<file path="src/rtl/seq_shr.sv">
// seq_shr: multi-cycle right shifter (logical or arithmetic).
// One log-stage per cycle, so latency is a fixed SW cycles regardless of the shift amount.
module seq_shr #(
  parameter int unsigned DATAWIDTH = 64,
  localparam int unsigned SW = $clog2(DATAWIDTH)
) (
  input  logic                 Clk,
  input  logic                 Rst,
  input  logic                 start,
  input  logic [DATAWIDTH-1:0] a,
  input  logic [SW-1:0]        sh_amt,
  input  logic                 arith,
  output logic [DATAWIDTH-1:0] d,
  output logic                 busy,
  output logic                 done
);

  localparam logic [SW-1:0] SW_LAST = SW'(SW - 1);

  typedef enum logic [1:0] {
    IDLE  = 2'd0,
    SHIFT = 2'd1,
    DONE  = 2'd2
  } state_t;

  state_t                 state;
  logic [SW-1:0]          cnt;
  logic [SW-1:0]          amt;
  logic                   fill;
  logic [DATAWIDTH-1:0]   work;
  logic [DATAWIDTH:0]     ext;
  logic [DATAWIDTH-1:0]   shifted;
  logic [DATAWIDTH-1:0]   stage_val;

  // Current stage result: shift by 2^cnt when that amount bit is set, filling with the captured fill bit.
  always_comb begin
    ext       = {fill, work};
    shifted   = DATAWIDTH'($signed(ext) >>> (32'd1 << cnt));
    stage_val = amt[cnt] ? shifted : work;
  end

  // Control FSM with working registers; d is written only on the edge entering DONE.
  always_ff @(posedge Clk or posedge Rst) begin
    if (Rst) begin
      state <= IDLE;
      cnt   <= '0;
      amt   <= '0;
      fill  <= 1'b0;
      work  <= '0;
      d     <= '0;
      busy  <= 1'b0;
      done  <= 1'b0;
    end else begin
      case (state)
        IDLE, DONE: begin
          done <= 1'b0;
          if (start) begin
            work  <= a;
            amt   <= sh_amt;
            fill  <= arith & a[DATAWIDTH-1];
            cnt   <= '0;
            busy  <= 1'b1;
            state <= SHIFT;
          end else begin
            busy  <= 1'b0;
            state <= IDLE;
          end
        end
        SHIFT: begin
          work <= stage_val;
          if (cnt == SW_LAST) begin
            d     <= stage_val;
            done  <= 1'b1;
            busy  <= 1'b0;
            state <= DONE;
          end else begin
            cnt <= cnt + 1'b1;
          end
        end
        default: begin
          busy  <= 1'b0;
          done  <= 1'b0;
          state <= IDLE;
        end
      endcase
    end
  end

endmodule

</file>
<file path="config.mk">
export PLATFORM = sky130hd
export DESIGN_NAME = seq_shr
export DESIGN_NICKNAME = d
export VERILOG_FILES = /design/src/rtl/seq_shr.sv
export SDC_FILE = /design/constraint.sdc
export NUM_CORES = 1
export LEC_CHECK = 0
export ABC_AREA = 1
export CORE_MARGIN = 3
export CORE_UTILIZATION = 63
export DETAILED_ROUTE_END_ITERATION = 7
export GPL_TIMING_DRIVEN = 0
export MAX_ROUTING_LAYER = met4
export PLACE_DENSITY = 0.88
export SLEW_MARGIN = 0
export SYNTH_ARGS = -nofsm -noshare
export SYNTH_HDL_FRONTEND = slang
export SYNTH_SLANG_ARGS = --single-unit
export TNS_END_PERCENT = 50
</file>
<file path="constraint.sdc">
create_clock -name Clk -period 8 [get_ports Clk]
set_input_delay 0.8 -clock Clk [delete_from_list [all_inputs] [get_ports Clk]]
set_output_delay 0.8 -clock Clk [all_outputs]
set_load 0.01 [all_outputs]
</file>
==> impl_metrics.py <==
metrics = {
    "cells_and_area": {
        "stdcell_count": 2400,
        "final_common_cell": "nand2_1",
        "final_nets": 2205,
        "drive_gt1_frac": 0.0959,
        "area_delta_synth_final_pct": 19.1,
        "layout_common_cells": "nand2_1 (680), nand3_1 (678), dfrtp_1 (144)",
        "fill_cells": 1512,
    },
    "synth": {
        "syn_inst": 1966,
        "synth_cell_types": 29,
        "async_flop_share": 1.00,
        "synthesis.nets": 2046,
        "ys.flop_type": "dfrtp_1",
        "syn_area_sq_mm": 0.0121,
        "yosysWarnings": 0,
        "synth_enable_flop_cells": 0,
        "synth_seq_cells": 144,
        "syn_avg_cell_area_sq_um": 6.18,
        "synth_seq_area_share": 0.297,
    },
    "floorplanning": {
        "ios": 140,
        "core_area_sq_mm": 0.0188,
        "die_y_um": 145,
        "row_count": 50,
        "die_x_um": 145,
        "start_util": 0.645,
        "die_area_sq_mm": 0.0210,
    },
    "drt": {
        "first_iter_violations": 2842,
        "dr.pass1.iters": 8,
        "drc": 140,
        "routedWlPerCell_um": 20.5,
        "num_vias": 15608,
        "postRouteAntennaNets": 0,
        "routed_wl_um": 49200,
        "vias_per_cell": 6.50,
    },
    "timing": {
        "final-max-slew-violation-count": 0,
        "fmax_mhz": 304,
        "min_period_over_period": 0.412,
        "finalHoldViolCount": 0,
        "setup_viol": 0,
        "tightest_slew_ns": 0.849,
        "rsz0062_at_grt": "false",
        "skew_ns": 0.0143,
        "relSlewSlack": 0.434,
        "fin_crit_ns": 3.29,
        "tns_ns": 0,
    },
    "global_routing": {
        "grt_pass1_vias": 14243,
        "gr-usage-all-layers": 0.478,
        "grt_pass1_wl_um": 75100,
        "grt-ovfl-total": 0,
        "antenna_found_initial": 2,
        "grt_max_degree": 96,
    },
    "clock_network": {
        "ctsHoldBuffers": 0,
        "cts.sinks": 144,
        "cts_buffer_depth": 2,
        "tritoncts": "done",
        "cts_resized": 0,
        "h-tree-depth": 4,
        "post_cts_buffers": 0,
        "clk_latency_ns": 0.44,
        "path_clk_slew_ns": 0.08,
        "cts-root-buf": "clkbuf_16",
        "cts_made_buffers": 17,
    },
    "run_status": {
        "violations": "design-rule violations",
        "outcome": "finished, violations left",
    },
    "flow_run": {
        "drv_cap": 0,
    },
    "placement": {
        "placed_cells": 2366,
        "globalplace.congestion": 1.29,
        "dpl.hpwl_um": 38000,
        "io_buffers": 139,
    },
    "worst_setup_path": {
        "arrival_ns": 3.67,
        "worst-setup-path-type": "flip-flop to flip-flop",
        "worst_setup_path_end_kind": "flip-flop",
        "cp.required_ns": 8.38,
        "critPathMaxFanout": 10,
        "startpoint_type": "flip-flop",
    },
    "min_path": {
        "hold_class": "flip-flop to flip-flop",
    },
}
-- logic make-up (layout without fill, tap and decap cells) --
kind of cell | after synthesis | after routing | share of synthesized area
AOI/OAI and AO/OA | 89 | 89 | 0.0417
xor gates and xnor gates | 1 | 1 | 0.000721
adders and majority gates | 6 | 6 | 0.00618
buffers and inverters | 271 | 443 | 0.0976
DFF | 144 | 144 | 0.297
other | 0 | 2 | 0
and+or+nand+nor | 1455 | 1455 | 0.557
-- sequential cells by signal, indices dropped and copies added, names as in the netlist --
name   count
d         64
cnt        6
done       1
state      1
busy       1
fill       1
amt        6
work      64
-- worst paths after layout --
kind                       cells past startpoint   start  endpoint  slack, ns
setup / recovery                              16  cnt[0]  work[20]       4.71
hold / removal                                 2  amt[2]    amt[2]       0.48
setup reg to reg                              16  cnt[0]  work[20]       4.71
hold reg to reg                                2  amt[2]    amt[2]       0.48
max in group asynchronous                      3     Rst  work[43]       6.39
min in group asynchronous                      2     Rst     d[20]       0.74
-- cells in the mapped netlist (2+ instances only) --
library cell | instances | share of area
buf_6 | 11 | 0.010
o21ai_1 | 13 | 0.0054
nand3_2 | 62 | 0.051
a21oi_1 | 7 | 0.0029
nor3_1 | 3 | 0.0012
nor2_4 | 2 | 0.0019
buf_4 | 4 | 0.0025
or2_2 | 7 | 0.0036
o21ai_2 | 12 | 0.0087
nand2_1 | 680 | 0.21
o21ai_0 | 53 | 0.022
dfrtp_1 | 144 | 0.30
inv_1 | 119 | 0.037
nand3_1 | 678 | 0.28
clkbuf_1 | 43 | 0.013
ha_1 | 6 | 0.0062
nor2_2 | 4 | 0.0021
nor2_1 | 16 | 0.0049
buf_1 | 27 | 0.0083
buf_2 | 57 | 0.023
inv_2 | 10 | 0.0031
-- layout make-up --
type | instances | area, sq um | share of cell area
multi-input combinational | 1551 | 7360 | 0.509
sequential | 144 | 3600 | 0.249
timing repair buffer | 140 | 1420 | 0.0981
buffer | 142 | 702 | 0.0485
inverter | 129 | 489 | 0.0338
clock buffer | 18 | 429 | 0.0297
tap | 260 | 325 | 0.0225
clock inverter | 14 | 139 | 0.00960
antenna | 2 | 5.00 | 0.000346
-- metrics by stage --
| step | util | hold WS (ns) | setup slack [ns] | instance area (sq um) |
|---|---|---|---|---|
| 6_report | 0.768 | 0.480 | 4.71 | 14500 |
| 5_1_grt | 0.768 | 0.501 | 4.57 | 14500 |
| 4_1_cts | 0.768 | 0.484 | 4.91 | 14500 |
| 3_5_place_dp | 0.738 | 0.465 | 4.93 | 13900 |
| 3_3_place_gp | 0.736 | 0.461 | 1.40 | 13900 |
| 2_1_floorplan | - | 0.441 | 3.33 | 12100 |
-- layer usage --
layer | up-vias | share of wire | global-route usage
met5 | - | 0 | -
met4 | 0 | 0.061 | 0.238
met3 | 324 | 0.17 | 0.187
met2 | 1381 | 0.40 | 0.654
met1 | 7039 | 0.36 | 0.614
li1 | 6864 | - | -
-- worst max-delay path: stages (launching register included) --
cell and delay (ns):
dfrtp_1 0.45, ha_1 0.28, ha_1 0.22, nor2_1 0.11, nand3_1 0.18, nand2_4 0.25
buf_2 0.24, nand2_1 0.20, nand3_1 0.14, nand3_1 0.09, nand3_1 0.13, nand3_1 0.14
nand3_1 0.13, nand3_1 0.19, nand3_1 0.28, nand3_1 0.13, nand2_1 0.08
Power is not shown: default switching activity piles up to over one toggle a cycle in this logic, so the estimate is an artifact.
